<file path="src/rtl/pow2_unit_if.sv">
// pow2_unit_if: exponent request and linear-domain response between
// the divide unit, pow2_unit and its consumer.
interface pow2_unit_if #(
    parameter int W = 32
);
    logic         valid_in;
    logic [W-1:0] exponent;
    logic         result_sign;
    logic         div_by_zero;
    logic         valid_out;
    logic [W-1:0] result;
    logic         overflow;

    modport master (
        output valid_in, exponent, result_sign, div_by_zero,
        input  valid_out, result, overflow
    );

    modport slave (
        input  valid_in, exponent, result_sign, div_by_zero,
        output valid_out, result, overflow
    );
endinterface

</file>
<file path="src/rtl/pow2_unit.sv">
// pow2_unit: signed Q5.26 base-2 exponent to signed Q5.26 +/-2^e, 3 stages.
// Define POW2_ROUND_EN to round the mantissa and scale shifts half-up.
module pow2_unit #(
    parameter int Q        = 26,
    parameter int W        = 32,
    parameter int SEG_BITS = 3
) (
    input  logic       clk,
    input  logic       rst_n,
    pow2_unit_if.slave bus
);

    localparam int NW    = W - Q;
    localparam int RW    = Q - SEG_BITS;
    localparam int MW    = Q + 2;
    localparam int PW    = 50;
    localparam int N_SAT = W - Q - 1;
    localparam int N_UFL = -(Q + 2);

    localparam logic [W-1:0] SAT_POS = {1'b0, {(W-1){1'b1}}};
    localparam logic [W:0]   SAT_W   = {2'b00, {(W-1){1'b1}}};

    // ---------------- stage 1: split ----------------
    logic                 v1_q;
    logic signed [NW-1:0] n1_q;
    logic [SEG_BITS-1:0]  k1_q;
    logic [RW-1:0]        r1_q;
    logic                 s1_q;
    logic                 dz1_q;

    always_ff @(posedge clk or negedge rst_n) begin
        if (!rst_n) begin
            v1_q  <= 1'b0;
            n1_q  <= '0;
            k1_q  <= '0;
            r1_q  <= '0;
            s1_q  <= 1'b0;
            dz1_q <= 1'b0;
        end else begin
            v1_q <= bus.valid_in;
            if (bus.valid_in) begin
                n1_q  <= $signed(bus.exponent[W-1:Q]);
                k1_q  <= bus.exponent[Q-1 -: SEG_BITS];
                r1_q  <= bus.exponent[RW-1:0];
                s1_q  <= bus.result_sign;
                dz1_q <= bus.div_by_zero;
            end
        end
    end

    // ---------------- stage 2: mantissa ----------------
    logic [Q:0]       base_k;
    logic [Q:0]       slope_k;
    logic [PW-1:0]    prod_w;
    logic [PW-Q-1:0]  frac;
    logic [Q-1:0]     prod_unused;
    logic [MW-1:0]    m2_d;

    // Piecewise-linear 2^(k/8 + r/2^26) over eight segments
    always_comb begin
        base_k  = 27'd67108864;
        slope_k = 27'd48590969;
        unique case (k1_q)
            3'd0: begin base_k = 27'd67108864;  slope_k = 27'd48590969; end
            3'd1: begin base_k = 27'd73182735;  slope_k = 27'd52988827; end
            3'd2: begin base_k = 27'd79806339;  slope_k = 27'd57784726; end
            3'd3: begin base_k = 27'd87029429;  slope_k = 27'd63014691; end
            3'd4: begin base_k = 27'd94906266;  slope_k = 27'd68718007; end
            3'd5: begin base_k = 27'd103496017; slope_k = 27'd74937518; end
            3'd6: begin base_k = 27'd112863206; slope_k = 27'd81719943; end
            3'd7: begin base_k = 27'd123078199; slope_k = 27'd89116230; end
        endcase
    end

    always_comb begin
        prod_w = {{(PW-Q-1){1'b0}}, slope_k} * {{(PW-RW){1'b0}}, r1_q};
`ifdef POW2_ROUND_EN
        prod_w = prod_w + (PW'(1) << (Q - 1));
`endif
        {frac, prod_unused} = prod_w;
        m2_d = {1'b0, base_k} + MW'(frac);
    end

    logic                 v2_q;
    logic signed [NW-1:0] n2_q;
    logic [MW-1:0]        m2_q;
    logic                 s2_q;
    logic                 dz2_q;

    always_ff @(posedge clk or negedge rst_n) begin
        if (!rst_n) begin
            v2_q  <= 1'b0;
            n2_q  <= '0;
            m2_q  <= '0;
            s2_q  <= 1'b0;
            dz2_q <= 1'b0;
        end else begin
            v2_q <= v1_q;
            if (v1_q) begin
                n2_q  <= n1_q;
                m2_q  <= m2_d;
                s2_q  <= s1_q;
                dz2_q <= dz1_q;
            end
        end
    end

    // ---------------- stage 3: scale, saturate, sign ----------------
    logic [W:0]    mag_w;
    logic [W:0]    m_ext;
    logic [NW-1:0] shr;
    logic [W-1:0]  mag3;
    logic [W-1:0]  res3_d;
    logic          ovf3_d;

    always_comb begin
        mag_w  = '0;
        ovf3_d = 1'b0;
        m_ext  = {{(W+1-MW){1'b0}}, m2_q};
        shr    = NW'(-int'(n2_q));
        if (dz2_q || int'(n2_q) >= N_SAT) begin
            mag_w  = SAT_W;
            ovf3_d = 1'b1;
        end else if (int'(n2_q) >= 0) begin
            mag_w = m_ext << n2_q[2:0];
        end else if (int'(n2_q) > N_UFL) begin
`ifdef POW2_ROUND_EN
            mag_w = (m_ext + ((W+1)'(1) << (shr - NW'(1)))) >> shr;
`else
            mag_w = m_ext >> shr;
`endif
        end
        mag3   = (mag_w[W] | mag_w[W-1]) ? SAT_POS : mag_w[W-1:0];
        res3_d = s2_q ? (W'(0) - mag3) : mag3;
    end

    logic         vo_q;
    logic [W-1:0] res_q;
    logic         ovf_q;

    always_ff @(posedge clk or negedge rst_n) begin
        if (!rst_n) begin
            vo_q  <= 1'b0;
            res_q <= '0;
            ovf_q <= 1'b0;
        end else begin
            vo_q <= v2_q;
            if (v2_q) begin
                res_q <= res3_d;
                ovf_q <= ovf3_d;
            end
        end
    end

    assign bus.valid_out = vo_q;
    assign bus.result    = res_q;
    assign bus.overflow  = ovf_q;

endmodule

</file>
<file path="src/flat_wrapper.sv">
// flat-port wrapper written by rule: the top's interface ports become plain ports
module pow2_unit_flat 
#(
    parameter int Q        = 26,
    parameter int W        = 32,
    parameter int SEG_BITS = 3
)
  (clk, rst_n, bus_valid_in, bus_exponent, bus_result_sign, bus_div_by_zero, bus_valid_out, bus_result, bus_overflow);
  pow2_unit_if #(.W(W)) bus_i ();
  input  logic clk;
  input  logic rst_n;
  input wire logic [$bits(bus_i.valid_in)-1:0] bus_valid_in;
  input wire logic [$bits(bus_i.exponent)-1:0] bus_exponent;
  input wire logic [$bits(bus_i.result_sign)-1:0] bus_result_sign;
  input wire logic [$bits(bus_i.div_by_zero)-1:0] bus_div_by_zero;
  output wire logic [$bits(bus_i.valid_out)-1:0] bus_valid_out;
  output wire logic [$bits(bus_i.result)-1:0] bus_result;
  output wire logic [$bits(bus_i.overflow)-1:0] bus_overflow;
  assign bus_i.valid_in = bus_valid_in;
  assign bus_i.exponent = bus_exponent;
  assign bus_i.result_sign = bus_result_sign;
  assign bus_i.div_by_zero = bus_div_by_zero;
  assign bus_valid_out = bus_i.valid_out;
  assign bus_result = bus_i.result;
  assign bus_overflow = bus_i.overflow;
  pow2_unit #(.Q(Q), .W(W), .SEG_BITS(SEG_BITS)) u_core (.clk(clk), .rst_n(rst_n), .bus(bus_i));
endmodule
</file>
<file path="config.mk">
export PLATFORM = sky130hd
export DESIGN_NAME = pow2_unit_flat
export DESIGN_NICKNAME = d
export VERILOG_FILES = /design/src/rtl/pow2_unit_if.sv /design/src/rtl/pow2_unit.sv /design/src/flat_wrapper.sv
export SDC_FILE = /design/constraint.sdc
export NUM_CORES = 2
export LEC_CHECK = 0
export ABC_AREA = 1
export CAP_MARGIN = 10
export CORE_ASPECT_RATIO = 1.5
export CORE_UTILIZATION = 50
export DETAILED_ROUTE_END_ITERATION = 10
export GPL_TIMING_DRIVEN = 0
export HOLD_SLACK_MARGIN = 0.12
export PLACE_DENSITY = 0.69
export REMOVE_ABC_BUFFERS = 1
export SYNTH_ARGS = -nofsm -noshare
export SYNTH_HDL_FRONTEND = slang
export SYNTH_SLANG_ARGS = --single-unit
</file>
<file path="constraint.sdc">
create_clock -name clk -period 9.2 [get_ports clk]
set_input_delay 1.84 -clock clk [delete_from_list [all_inputs] [get_ports clk]]
set_output_delay 1.84 -clock clk [all_outputs]
set_load 0.01 [all_outputs]
</file>
== Yosys cells after proc, flatten, opt, wreduce, memory -nomap -nowiden ==
Memories as Yosys holds them, arrays and structs flattened.
Cells that the tools add are included.

* Flip-flop bits (word level): 106
* Bits in latches: 0
* RAM bits: 0
* ROM bits: 424
* Input port bits: 37
* Output and inout port bits: 34
* Memories: 1

* Add/subtract/negate cells: 3
* Multipliers: 1
* Divide/modulo/power cells: 0
* $lt $le $gt $ge: 3
* Eq/ne operators: 0
* Shifts and indexed selects: 2
* Multiplexer cells: 6
* Bitwise operators: 1
* Reduce and logical (&&, ||, !) cells: 1

{| class="wikitable"
|+ Memories
! memory !! depth !! width !! rd ports !! clocked after Yosys merged registers in !! write ports !! line !! RTL
|-
| (name not given) || 8 || 53 || 1 || 0 || 0 || pow2_unit.sv:63 || <nowiki>unique case (k1_q)</nowiki>
|}

{| class="wikitable"
|+ Operators with widths
! cell !! count
|-
| $mux W33 || 3
|-
| $mux W32 || 2
|-
| $mul A27 B23 Y50 || 1
|-
| $shl A28 B3 Y33 || 1
|-
| $shr A28 B6 Y33 || 1
|-
| $sub A1 B32 Y32 const A || 1
|-
| $add A27 B24 Y28 || 1
|-
| $ge A6 B1 Y1 const B || 1
|-
| $ge A6 B4 Y1 const B || 1
|-
| $gt A6 B6 Y1 const B || 1
|-
| $neg A6 Y6 || 1
|-
| $logic_or A1 B1 Y1 || 1
|-
| $mux W1 || 1
|-
| $or A1 B1 Y1 || 1
|}

== Logic depth before layout (Yosys ltp) ==
* Word-level depth: 9
* Mapped depth: 47
* Mapped depth without buffers: 46

== Worst setup path after synthesis ==
No wires, ideal clock.

* Path kind: register to register
* Start point: register u_core.k1_q[0]
* End point: register u_core.m2_q[25]
* Library setup time: 128 ps
* Data arrival time: 8,462 ps
* Slack: 610 ps
* Stages on the path, launching flop included: 40
* Path buffers: 1
* Period minus slack after synthesis: 8,590 ps
* Cells stage by stage: dfrtp_1 -> inv_1 -> ha_1 -> nor2_1 -> a21oi_1 -> inv_1 -> clkbuf_1 -> nor2_1 -> fa_1 -> fa_1 -> inv_1 -> fa_1 -> fa_1 -> inv_1 -> fa_1 -> fa_1 -> inv_1 -> fa_1 -> (+4 left out) -> a31oi_1 -> o21ai_0 -> nand3_1 -> nand3_1 -> a21oi_1 -> o21ai_0 -> xor2_1 -> ha_1 -> nand2_1 -> nor2_1 -> inv_1 -> o21ai_0 -> a31oi_1 -> o21bai_1 -> nand2_1 -> o21ai_0 -> xor2_1 -> o21ai_0

* Longest elaborated chain between the ends: 3

{| class="wikitable"
|+ Ends and longest elaborated chain
! element !! line !! RTL
|-
| start: declaration || pow2_unit.sv:26 || <nowiki>logic [SEG_BITS-1:0] k1_q;</nowiki>
|-
| start signal: assignment || pow2_unit.sv:43 || <nowiki>k1_q <= bus.exponent[Q-1 -: SEG_BITS];</nowiki>
|-
| $mem_v2 Z8 W53 (*) || - ||
|-
| $mul A27 B23 Y50 || pow2_unit.sv:76 || <nowiki>prod_w = {{(PW-Q-1){1'b0}}, slope_k} * {{(PW-RW){1'b0}}, r1_q};</nowiki>
|-
| $add A27 B24 Y28 (*) || pow2_unit.sv:81 || <nowiki>m2_d = {1'b0, base_k} + MW'(frac);</nowiki>
|-
| end signal: assignment || pow2_unit.sv:101 || <nowiki>m2_q <= m2_d;</nowiki>
|-
| end: declaration || pow2_unit.sv:86 || <nowiki>logic [MW-1:0] m2_q;</nowiki>
|}

Mark *: on every way between the ends. The rest lies on a longest branch, timed or not.
A chain may end at the register's enable or synchronous reset.

== Worst setup path after layout ==
* Start point: register u_core.k1_q[2]
* End point: register u_core.m2_q[24]

The elaborated chain is that of the path after synthesis.

==> results_dict.tcl <==
set metrics [dict create \
    synth_edf_count 0 \
    path_max_fanout 32 \
    max_stage_delay_ns 0.59 \
    drive_above_1_share_pct 10.67 \
    dr_total_vias 26130 \
    gp_congestion 0.9994 \
    multi_input_area_um2 23210 \
    hold_buffers 0 \
    drt_first_iter_violations 2120 \
    path_class "flip-flop to flip-flop" \
    drc 0 \
    dieArea_um2 57690 \
    cp_top_family "adder cells" \
    cts_htree_levels 3 \
    synth-main-ff-cell "dfrtp_1" \
    syn_avg_cell_area_um2 7.454 \
    worst_pin_slew_ns 1.279 \
    period_share_pct 99.66 \
    layout_commonest_cell "nand2_1" \
    timing.fmax_mhz 109.1 \
    holdWs_ns 0.4727 \
    min_path_type "flip-flop to flip-flop" \
    max_cap_viol_count 0 \
    finalMaxSlewViolations 0 \
    cts_tree "built" \
    fin_ws_ns 0.03112 \
    finalWirelength_mm 104.9 \
    rsz0062_at_grt "true" \
    detail-route-antenna-nets 0 \
    cp_slowest_cell "fa_1" \
    fin_nets 4627 \
    dpl.hpwl_mm 82.18 \
    syn_inst 3804 \
    yosysSeqAreaShare_pct 9.354 \
    numCtsBuffers 9 \
    crit_top_cell "fa_1" \
    syn_to_final_growth_pct 12.63 \
    startpoint_type "flip-flop" \
    clk_pin_slew_worst_paths_ns 0.10 \
    coreArea_um2 55840 \
    end_kind "flip-flop" \
    grt_pass1_wl_mm 156.4 \
    insertion_delay_ns 0.44 \
    fin_util_pct 57.20 \
    grt_start_max_net_pins 62 \
    hold_viol 0 \
    start_util_pct 50.78 \
    cp_data_required_time_ns 9.55 \
    drtPass1Iterations 6 \
    relSlewSlack_pct 14.73 \
    nFillCells 5279 \
    die_h_um 293.7 \
    die_w_um 196.4 \
    layout_min_cycle_time_ns 9.169 \
    cts_num_sinks 106 \
    path_buf_inv 12 \
    fin_skew_ns 0.02377 \
    yosysUniqueCellTypes 56 \
    final_cell_mix "nand2_1 (860), inv_1 (719), fa_1 (519), nor2_1 (382), nand3_1 (278)" \
    grt_remaining_overflow 0 \
    async_flop_share_pct 100.0 \
    cp.arrival_ns 9.51 \
    routedWlPerCell_um 22.66 \
    ys.warnings.count 0 \
    clock-root-buffer "clkbuf_16" \
    grt_pass1_vias 27300 \
    final_cells 4629 \
    numPortBuffers 70 \
    finalSetupViolations 0 \
    ios 71 \
    rows 106 \
    grt.total_usage_pct 37.29 \
    regArea_um2 2666 \
    dp_cells 4514 \
    avgViaCountPerCell 5.645 \
    clk_path_buf_depth 2 \
    syn-cell-area_um2 28360 \
    preCtsSetupSlack_ns -4.515 \
    antenna_found_initial 2 \
    synth-seq-cells 106 \
    status "finished, final reports clean" \
]
[final cells by class]
| type | instances | share of cell area, % |
|---|---|---|
| multi-input cells | 2787 | 72.68 |
| inverters | 782 | 9.578 |
| flip-flops and latches | 106 | 8.348 |
| repair buffers | 181 | 5.492 |
| well taps | 756 | 2.962 |
| clock buffers | 9 | 0.7052 |
| clock inverters | 7 | 0.2272 |
| diodes | 1 | 0.007835 |
[sequential cells by signal, summed over array words and instances, names as in the netlist, 3 cells and up]
| signal | cells |
|---|---|
| u_core.n2_q | 6 |
| u_core.r1_q | 23 |
| u_core.k1_q | 3 |
| u_core.bus.result | 32 |
| u_core.m2_q | 28 |
| u_core.n1_q | 6 |
[path summary, 6_finish.rpt]
path                                 from         endpoint  slack [ns]  depth (start not counted)
max reg2reg                u_core.k1_q[2]  u_core.m2_q[24]        0.03                         39
min reg2reg                   u_core.s1_q      u_core.s2_q        0.47                          2
min in group asynchronous           rst_n   u_core.r1_q[3]        1.39                          1
min                           u_core.s1_q      u_core.s2_q        0.47                          2
max                        u_core.k1_q[2]  u_core.m2_q[24]        0.03                         39
max in group asynchronous           rst_n  u_core.r1_q[16]        7.08                          2
[cell families after synthesis]
logic type,Yosys count,share of synthesized area [%]
simple gates,1696,24.66
buf+inv,917,12.44
fa+ha+maj,723,45.72
compound gates,302,5.939
flops,106,9.354
xor+xnor,50,1.544
mux,8,0.3177
other cells,2,0.02648
[through the flow]
step	TNS (ns)	instance area, um^2
5_1_grt	-1.359	31940
4_1_cts	-0.05604	30850
3_5_place_dp	-102.96	29750
3_3_place_gp	-152.02	29430
6_report	0	31940
2_1_floorplan	-2.700	27780
[metal layers]
layer,global-route usage [%],up-vias,wire [um]
met5,0,-,11
met4,37.16,2,12550
met3,6.670,541,8332
met2,64.69,1383,51260
met1,36.86,12580,32740
li1,-,11630,-
[synth_stat cells (all sizes together) (2+ instances only)]
master	number	area [um^2]
a21o	3	22.52
a21oi	90	450.4
a31oi	33	206.5
and2	11	68.82
and3	2	12.51
buf	38	227.7
clkbuf	97	364.1
clkinv	18	67.56
conb	2	7.510
dfrtp	106	2653
fa	522	10450
ha	201	2515
inv	764	2868
mux2	8	90.09
nand2	902	3438
nand3	280	1401
nand3b	3	26.27
nand4	18	112.6
nor2	446	1724
nor3	14	75.07
nor3b	2	20.02
nor4	9	56.30
o2111ai	2	17.52
o211ai	6	45.04
o21a	14	105.1
o21ai	139	706.9
o21bai	3	26.27
o221ai	2	17.52
or2	9	56.31
xnor2	19	166.4
xor2	31	271.5
[worst min-delay path, cell delays in order (launching register included)]
cell	delay, ns
dfrtp_1	0.35
nand2_1	0.05
o21ai_0	0.06
[what timing repair did]
item	CTS	global route
setup endpoints to repair	28	20
setup buffers	45	52
gates cloned	1	0
resized for setup	122	166
pin swaps	18	39
Power is left out: the tool's default activity adds up to more than one toggle a clock period on the data nets, which glitch-free logic cannot reach.
